==> src/rtl/pipe_hazard_ctrl.sv <==
// Pipeline sequencing controller: PC/buffer enables and flushes for load-use,
// redirect, data-memory wait (with timeout) and the halt drain sequence.
module pipe_hazard_ctrl #(
    parameter int MEM_TIMEOUT = 15,
    parameter int CNT_W       = 16
) (
    input  logic             clk,
    input  logic             reset,
    input  logic [4:0]       id_rs1,
    input  logic [4:0]       id_rs2,
    input  logic             ex_memread,
    input  logic [4:0]       ex_rd,
    input  logic             ex_redirect,
    input  logic             ex_halt,
    input  logic             mem_access,
    input  logic             mem_ready,
    output logic             pc_en,
    output logic             if_id_en,
    output logic             id_ex_en,
    output logic             ex_mem_en,
    output logic             mem_wb_en,
    output logic             if_id_flush,
    output logic             id_ex_flush,
    output logic             halted,
    output logic             mem_err,
    output logic [CNT_W-1:0] stall_cnt
);

    localparam int WAIT_W = $clog2(MEM_TIMEOUT + 1);
    localparam logic [WAIT_W-1:0] WAIT_LAST = WAIT_W'(MEM_TIMEOUT - 1);

    typedef enum logic [1:0] {
        RUN    = 2'd0,
        DRAIN  = 2'd1,
        HALTED = 2'd2
    } state_t;

    state_t            state;
    logic [1:0]        drain_cnt;
    logic [WAIT_W-1:0] wait_cnt;

    logic mem_stall;
    logic load_use;
    logic timeout;
    logic stall_inc;

    function automatic logic [CNT_W-1:0] sat_inc(input logic [CNT_W-1:0] v);
        return (&v) ? v : v + CNT_W'(1);
    endfunction

    assign mem_stall = mem_access & ~mem_ready;
    assign load_use  = ex_memread & (ex_rd != 5'd0) &
                       ((ex_rd == id_rs1) | (ex_rd == id_rs2));
    assign timeout   = mem_stall & (wait_cnt == WAIT_LAST);
    // The halt cycle itself also holds the PC but is not a stall.
    assign stall_inc = (state == RUN) &
                       (mem_stall | (~ex_halt & ~ex_redirect & load_use));

    always_comb begin
        pc_en       = 1'b0;
        if_id_en    = 1'b0;
        id_ex_en    = 1'b0;
        ex_mem_en   = 1'b0;
        mem_wb_en   = 1'b0;
        if_id_flush = 1'b0;
        id_ex_flush = 1'b0;
        if (reset && !mem_stall) begin
            case (state)
                RUN: begin
                    id_ex_en  = 1'b1;
                    ex_mem_en = 1'b1;
                    mem_wb_en = 1'b1;
                    if (ex_halt) begin
                        if_id_en    = 1'b1;
                        if_id_flush = 1'b1;
                        id_ex_flush = 1'b1;
                    end else if (ex_redirect) begin
                        pc_en       = 1'b1;
                        if_id_en    = 1'b1;
                        if_id_flush = 1'b1;
                        id_ex_flush = 1'b1;
                    end else if (load_use) begin
                        id_ex_flush = 1'b1;
                    end else begin
                        pc_en    = 1'b1;
                        if_id_en = 1'b1;
                    end
                end
                DRAIN: begin
                    id_ex_en    = 1'b1;
                    id_ex_flush = 1'b1;
                    ex_mem_en   = 1'b1;
                    mem_wb_en   = 1'b1;
                end
                default: ;
            endcase
        end
    end

    always_ff @(posedge clk) begin
        if (!reset) begin
            state     <= RUN;
            drain_cnt <= 2'd0;
            wait_cnt  <= '0;
            halted    <= 1'b0;
            mem_err   <= 1'b0;
            stall_cnt <= '0;
        end else begin
            if (stall_inc)
                stall_cnt <= sat_inc(stall_cnt);
            case (state)
                RUN, DRAIN: begin
                    if (mem_stall) begin
                        if (timeout) begin
                            state    <= HALTED;
                            halted   <= 1'b1;
                            mem_err  <= 1'b1;
                            wait_cnt <= '0;
                        end else begin
                            wait_cnt <= wait_cnt + WAIT_W'(1);
                        end
                    end else begin
                        wait_cnt <= '0;
                        if (state == RUN) begin
                            if (ex_halt) begin
                                state     <= DRAIN;
                                drain_cnt <= 2'd2;
                            end
                        end else if (drain_cnt == 2'd0) begin
                            state  <= HALTED;
                            halted <= 1'b1;
                        end else begin
                            drain_cnt <= drain_cnt - 2'd1;
                        end
                    end
                end
                HALTED: wait_cnt <= '0;
                default: state <= RUN;
            endcase
        end
    end

endmodule

==> config.mk <==
export PLATFORM = sky130hd
export DESIGN_NAME = pipe_hazard_ctrl
export DESIGN_NICKNAME = d
export VERILOG_FILES = /design/src/rtl/pipe_hazard_ctrl.sv
export SDC_FILE = /design/constraint.sdc
export NUM_CORES = 1
export LEC_CHECK = 0
export ABC_CLOCK_PERIOD_IN_PS = 4600
export BUFFER_PORTS_ARGS = -buffer_cell sky130_fd_sc_hd__buf_2
export CAP_MARGIN = 20
export CORE_AREA = 5 5 63 65
export CTS_CLUSTER_SIZE = 30
export DETAILED_ROUTE_END_ITERATION = 6
export DIE_AREA = 0 0 68 70
export GPL_TIMING_DRIVEN = 0
export PLACE_DENSITY = 0.81
export SLEW_MARGIN = 20
export SYNTH_ARGS = -nofsm -noshare
export SYNTH_HDL_FRONTEND = slang
export SYNTH_SLANG_ARGS = --single-unit
export TNS_END_PERCENT = 5
==> constraint.sdc <==
create_clock -name clk -period 4.6 [get_ports clk]
set_input_delay 0.92 -clock clk [delete_from_list [all_inputs] [get_ports clk]]
set_output_delay 0.92 -clock clk [all_outputs]
set_load 0.1 [all_outputs]
* Yosys cells after proc, flatten, opt, wreduce, memory -nomap -nowiden
Index checks and enable logic that the tools add are counted.
** Operators by class
- Eq/ne operators :: 12
- $lt $le $gt $ge :: 0
- Reduce and logical (&&, ||, !) cells :: 14
- Shift operators :: 0
- Mux-type cells :: 35
- Div/mod/pow operators :: 0
- Bitwise logic cells :: 15
- Add/subtract/negate cells :: 3
- Multiply operators :: 0
** Operator list (number)
- two-way mux 1 bit :: 22
- adder 16 x 1 -> 16 bit (second input constant) :: 1
- two-way mux 2 bit :: 8
- AND reduction 16 bit :: 1
- AND reduction 4 bit :: 3
- equality test 5 bit :: 2
- two-way mux 4 bit :: 2
- one-hot mux 4 bit (2 select lines) :: 1
- AND 1 bit :: 7
- inequality test 2 bit (second input constant) :: 3
- inverter 1 bit :: 6
- nonzero test 5 bit :: 1
- adder 4 x 1 -> 4 bit (second input constant) :: 1
- equality test 4 bit (second input constant) :: 1
- logical NOT 2 bit :: 2
- inequality test 4 x 1 -> 1 bit (second input constant) :: 1
- inequality test 4 bit (second input constant) :: 1
- one-hot mux 2 bit (2 select lines) :: 1
- nonzero test 2 bit :: 2
- inequality test 3 x 2 -> 1 bit (second input constant) :: 1
- AND reduction 3 bit :: 1
- equality test 2 x 1 -> 1 bit (second input constant) :: 1
- equality test 2 bit (second input constant) :: 1
- inequality test 2 x 1 -> 1 bit (second input constant) :: 1
- 7 further kinds :: 8
** Storage, ports and cells
- Logic and storage cells :: 85
- Bits in latches :: 0
- Bits of input ports :: 22
- ROM bits :: 0
- Output and inout bits :: 25
- RAM bits :: 0
- Memories :: 0
- Register bits :: 26

* Depth between registers and ports, before layout
Gate-level depths: netlist (run 1).
- Depth in word-level cells :: 8
- Depth in mapped cells :: 9
- Depth with buffers taken out :: 8

* Worst setup path before layout (run 1)
OpenSTA, ideal clock, no wires.
- Kind :: input to output
- From :: input port ex_rd[1]
- To :: output port pc_en
- Data required time :: 3.680 ns
- Arrival time :: 4.585 ns
- Slack :: -0.905 ns
- Stages on the path :: 4
- Cell sequence :: or4_1 > o21ai_1 > nor3_1 > nor4_1
** On the way
- Longest elaborated chain between the ends :: 8
** Ends and longest elaborated chain
- start: declaration :: RTL line 12 : input logic [4:0] ex_rd,
- equality test 5 bit / nonzero test 5 bit (equally long branches) :: RTL line 53, 52
- bitwise OR 1 bit / AND 1 bit (equally long branches) :: RTL line 53, 52
- AND 1 bit * :: RTL line 52 : assign load_use = ex_memread & (ex_rd != 5'd0) &
- two-way mux 1 bit * :: RTL line 82 : end else if (load_use) begin
- two-way mux 1 bit * :: RTL line 77 : end else if (ex_redirect) begin
- two-way mux 1 bit * :: RTL line 73 : if (ex_halt) begin
- two-way mux 1 bit * :: RTL line 68 : case (state)
- two-way mux 1 bit * :: RTL line 67 : if (reset && !mem_stall) begin
- end: declaration :: RTL line 17 : output logic pc_en,
Every way passes the cells marked *; elsewhere a longest branch is shown, timed or not.

* Final worst setup path (run 1)
- From :: input port ex_rd[1]
- To :: output port if_id_en
** On the way
- Longest elaborated chain between the ends :: 8
** Ends and longest elaborated chain
- equality test 5 bit / nonzero test 5 bit (equally long branches) :: RTL line 53, 52
- bitwise OR 1 bit / AND 1 bit (equally long branches) :: RTL line 53, 52
- AND 1 bit * :: RTL line 52
- two-way mux 1 bit * :: RTL line 82
- two-way mux 1 bit * :: RTL line 77
- two-way mux 1 bit * :: RTL line 73
- two-way mux 1 bit * :: RTL line 68
- two-way mux 1 bit * :: RTL line 67
- end: declaration :: RTL line 18 : output logic if_id_en,
Marked as above.

==> flow_summary.ini, run 1 <==
[critical_path]
cp_common_cell = buf_2
arrival_ps = 2660
crit_buf_inv = 2
slowest_delay_ps = 510
ff2ff_setup_slack_ps = 2440
path_class = primary input to output pin
path_delay_family = simple AND/OR/NAND/NOR gates
worst_setup_path_end_kind = output pin
cp.required_ps = 3680
critPathMaxFanout = 4
cp_slowest_cell = or4_1
path_cells = buf_2 > or4_1 > o21ai_1 > nor2_1 > a211oi_1 > buf_2
startpoint_type = primary input

[place]
io_buffers = 46
dpl.cell_count = 294
place.gp.congestion = 0.880
dp_hpwl_um = 3070

[routing]
drc = 0
vias_per_cell = 5.47
ant_nets = 0
detail_route.wl_per_cell_um = 13.0
num_vias = 1631
routed_wl_um = 3880
drt_iter0_markers = 116
dr.pass1.iters = 5

[layout]
fill_cells = 302
post-route-util = 0.588
antennaDiodeCount = 0
drive_gt1_frac = 0.254
finalNetCount = 279
area_growth_syn_to_layout_pct = 20.6
fin_cells = 298
seqCellArea_um2 = 520
multiInputGateArea_um2 = 975

[global_route]
use_met2 = 0.293
grt-ovfl-total = 0
grt_first_pass_wirelength_um = 6440
grt.met1_usage = 0.192
grt.busiest_layer = met2
grt_pass1_vias = 1559
grt_max_degree = 15
antenna_found_initial = 0
grt_usage = 0.168
grt_use_met3 = 0.0449

[sta]
hold_viol = 0
drv_slew = 0
rsz0062_at_grt = false
fin_skew_ps = 14.0
period_needed_ps = 3580
slew_headroom = 0.660
timing.hold.ws_ps = 485
max_slew.worst_pin.slew_ps = 511
setup_viol = 0
setup_tns_ps = 0
fmax_mhz = 279
finalCritPeriodShare = 0.778

[clock_network]
cts_buffers = 3
clock_path_buffers = 2
cts_resized = 0
root_buffer = clkbuf_4
cts_hold_buf = 0
cts.sinks = 26
path_clk_slew_ps = 120
h-tree-depth = 1
cts_tree = built
clock_latency_ps = 330
postCtsSetupBuffers = 0

[synthesis]
synth_edf_count = 0
synth_area_leaders = dfxtp_1 33%, nor2_1 5.6%, xor2_1 5.5%, a21oi_1 4.4%, nand2_1 3.8%
synth_ff_type = dfxtp_1
synth.avg_cell_area_um2 = 7.92
ys_warn_count = 0
synth_top_area_frac = 0.325
syn_nets = 228
yosysTopAreaCell = dfxtp_1
synth-async-reset-ratio = 0
syn_area_um2 = 1600
ys_seq_elements = 26
syn_inst = 202
synth_seq_area_share = 0.325
ys_types = 43

[power_and_ir_drop]
ir_worst_vdd_uv = 184
p_per_area_nw_per_um2 = 256
p_leak_uw = 0.000805

[floorplan]
core_um2 = 3280
die_h_um = 70
dieArea_um2 = 4760
io_pins = 47
die_w_um = 68
initial_utilization = 0.487
rows = 21

[run_status]
status = completed

[flow_run]
max-cap-violations = 0

[min_path]
hp-class = register to register
-- flip-flops by register name, summed over array words and instances (netlist names) --
| register | cells |
|---|---|
| drain_cnt | 2 |
| stall_cnt | 16 |
| mem_err | 1 |
| wait_cnt | 4 |
| halted | 1 |
| state | 2 |
-- synthesized netlist by cell type (3+ instances only) --
cell      number
xor2_1        10
mux2i_1        3
a21oi_1       14
nand4_1        5
nand3_1        9
dfxtp_1       26
a31oi_1        4
nor3_1         6
nand2b_1       4
nor2_1        24
clkbuf_1       7
o41ai_1        3
o21ai_1        3
and2_1         4
or4_1          8
o31ai_1        8
inv_1          9
nand2_1       16
ha_1           4
buf_4          4
-- report_power, final --
group,leakage [uW],switching [uW],total (uW),internal [uW]
combinational,0.000573,107,146,38.6
clock,0.0000210,65.2,114,48.4
sequential,0.000210,3.07,234,231
total,0.000805,175,493,318
-- per-layer routing --
| layer | vias to the layer above | wire length [um] |
|---|---|---|
| met1 | 768 | 1690 |
| li1 | 834 | - |
| met5 | - | 0 |
| met2 | 25 | 2020 |
| met3 | 4 | 140 |
| met4 | 0 | 25 |
-- cells by family after synthesis --
| group | after synthesis | synth area share |
|---|---|---|
| simple gates | 89 | 0.294 |
| compound gates | 46 | 0.199 |
| buf+inv | 23 | 0.0696 |
| xor+xnor | 10 | 0.0547 |
| fa+ha+maj | 4 | 0.0313 |
| mux | 4 | 0.0258 |
| flops | 26 | 0.325 |
-- stage by stage --
stage               setup WS (ps)  area (um2)  total power (uW)
floorplan                    -286        1610               354
global placement             1030        1890               383
detailed placement            995        1890               385
CTS                           985        1930               496
global route                  914        1930               519
finish                       1020        1930               493
-- cell usage in the layout, fill, tap and decap left out, types with 3 or more instances in the layout --
cell / n
xor2_1: 10
clkbuf_4: 3
buf_2: 48
dfxtp_1: 26
inv_1: 9
nand4_1: 5
nand2b_1: 4
o21ai_1: 3
nor3_1: 6
and2_1: 4
nand2_1: 16
ha_1: 4
o41ai_1: 3
clkbuf_1: 7
o31ai_1: 8
a21oi_1: 14
buf_4: 4
a31oi_1: 4
nor2_1: 24
nand3_1: 9
mux2i_1: 3
or4_1: 8
-- layout make-up --
type,count,share of cell area
Clock buffer,4,0.0188
Tap cell,46,0.0298
Timing Repair Buffer,46,0.119
Multi-Input combinational cell,153,0.505
Buffer,14,0.0402
Inverter,9,0.0175
Sequential cell,26,0.270
-- worst register-to-register path, delay by kind of cell, from the launching register on --
family | cells | cell delay [ps]
AOI/OAI and AO/OA | 2 | 230
DFF | 1 | 430
and+or+nand+nor | 4 | 900
buffers and inverters | 3 | 550
-- worst paths after layout --
path / start / end / depth (start not counted)
worst max-delay path: ex_rd[1] / if_id_en / 6
worst min-delay path: mem_err$_SDFFE_PN0P_ / mem_err$_SDFFE_PN0P_ / 2
worst max register to register: stall_cnt[3]$_SDFFE_PN0P_ / stall_cnt[3]$_SDFFE_PN0P_ / 9
worst min register to register: mem_err$_SDFFE_PN0P_ / mem_err$_SDFFE_PN0P_ / 2
Power figures use the tool's default switching activity.
==> run 2: changes to the inputs <==
ABC_CLOCK_PERIOD_IN_PS = 3400   (was 4600)
clock period = 3.4 ns   (was 4.6 ns; I/O delays follow)
==> run 2 against run 1 <==
Compared with the run above:
- register-to-register slack got worse by 1200 ps
- final cell count decreased by 0.34%
- via count increased by 1.0%
- critical path depth unchanged
- largest power group unchanged
==> flow_summary.ini, run 2 (synthesis gave the netlist of run 1 again) <==
[critical_path]
slowest_delay_ps = 520
cp.required_ps = 2720
path_class = primary input to output pin
startpoint_type = primary input
cp_common_cell = buf_2
worst_setup_path_end_kind = output pin
path_delay_family = simple AND/OR/NAND/NOR gates
arrival_ps = 2390
path_cells = buf_2 > or4_1 > o21ai_1 > nor2_1 > a211oi_2 > buf_2
cp_slowest_cell = or4_1
crit_buf_inv = 2
critPathMaxFanout = 4

[clock_network]
cts.sinks = 26
clock_latency_ps = 320
cts_tree = built
root_buffer = clkbuf_4
cts_resized = 0
cts_hold_buf = 0
postCtsSetupBuffers = 0
h-tree-depth = 1
cts_buffers = 3
clock_path_buffers = 2
path_clk_slew_ps = 120

[routing]
vias_per_cell = 5.55
ant_nets = 0
num_vias = 1648
dr.pass1.iters = 4
drc = 0
detail_route.wl_per_cell_um = 12.9
drt_iter0_markers = 120
routed_wl_um = 3840

[layout]
drive_gt1_frac = 0.259
layout_commonest_cell = buf_2
largest_register_ffs = 16
area_growth_syn_to_layout_pct = 20.4
largest-register = stall_cnt
final_cell_mix = 48 x buf_2, 26 x dfxtp_1, 24 x nor2_1, 16 x nand2_1, 14 x a21oi_1
antennaDiodeCount = 0
fin_cells = 297
finalNetCount = 279
reg_top3 = stall_cnt (16), wait_cnt (4)

[floorplan]
rows = 21
initial_utilization = 0.487
die_w_um = 68
dieArea_um2 = 4760
core_um2 = 3280
io_pins = 47
die_h_um = 70

[sta]
slew_headroom = 0.656
finalCritPeriodShare = 0.904
max_slew.worst_pin.slew_ps = 517
hold_viol = 0
fin_skew_ps = 11.7
drv_slew = 0
period_needed_ps = 3070
fmax_mhz = 325
timing.hold.ws_ps = 485
rsz0062_at_grt = false
setup_viol = 0

[place]
place.gp.congestion = 0.858
dp_hpwl_um = 3010
io_buffers = 46
dpl.cell_count = 294

[global_route]
grt_usage = 0.171
grt_pass1_vias = 1500
antenna_found_initial = 0
grt-ovfl-total = 0
grt_first_pass_wirelength_um = 6580
grt_max_degree = 14

[power_and_ir_drop]
power_frac_seq = 0.490
switching_power_uw = 239
internal_power_uw = 407
ir_worst_vdd_uv = 280
comb_power_share = 0.308
swShare = 0.370
p_leak_uw = 0.000799
clkPwrFrac = 0.202
p_per_area_nw_per_um2 = 335

[flow_run]
max-cap-violations = 0

[run_status]
status = completed

[min_path]
hp-class = register to register
## run 2: changes by cell type in the layout (fill, tap and decap cells not counted)
cell	previous run	this run
a211oi_1	2	1
clkbuf_8	1	0
a211oi_2	0	1
nor3_1	6	5
nor3_2	2	3
## run 2: per-layer routing
metal | vias to the layer above | global-route usage | wire length (um)
li1 | 841 | - | -
met1 | 752 | 0.204 | 1620
met2 | 49 | 0.305 | 1950
met3 | 6 | 0.0385 | 235
met4 | 0 | 0.0353 | 35
met5 | - | 0 | 0
## run 2: worst paths after layout
check / start / endpoint / slack [ps] / depth (start not counted)
setup / recovery: ex_rd[1] / if_id_en / 330 / 6
hold / removal: halted$_SDFFE_PN0P_ / halted$_SDFFE_PN0P_ / 490 / 2
hold reg to reg: halted$_SDFFE_PN0P_ / halted$_SDFFE_PN0P_ / 490 / 2
setup reg to reg: stall_cnt[2]$_SDFFE_PN0P_ / stall_cnt[1]$_SDFFE_PN0P_ / 1240 / 9
## run 2: power groups by stage
stage	clock network (uW)	registers, uW	logic, uW
6_report	130	317	199
5_1_grt	146	318	215
4_1_cts	134	317	200
3_5_place_dp	0	323	200
3_3_place_gp	0	323	197
2_1_floorplan	0	342	139
## run 2: layout make-up
| type | count | area, um2 |
|---|---|---|
| Fill cell | 317 | 1360 |
| Multi-Input combinational cell | 153 | 985 |
| Sequential cell | 26 | 520 |
| Timing Repair Buffer | 46 | 230 |
| Buffer | 14 | 77.6 |
| Tap cell | 46 | 57.6 |
| Inverter | 9 | 33.8 |
| Clock buffer | 3 | 22.5 |
## run 2: stage by stage
stage	TNS, ps	area [um2]	util	worst slack (ps)	total power, uW
finish	0	1930	0.587	327	646
global route	0	1930	0.587	268	679
CTS	0	1930	0.587	318	650
detailed placement	0	1900	0.580	324	523
global placement	0	1900	0.580	330	520
floorplan	-652	1620	-	-449	480
## run 2: tightest hold or removal path, cell delays in order, from the launching register on
cell     delay (ps)
dfxtp_1         340
nor2_1           40
nor2_1           70
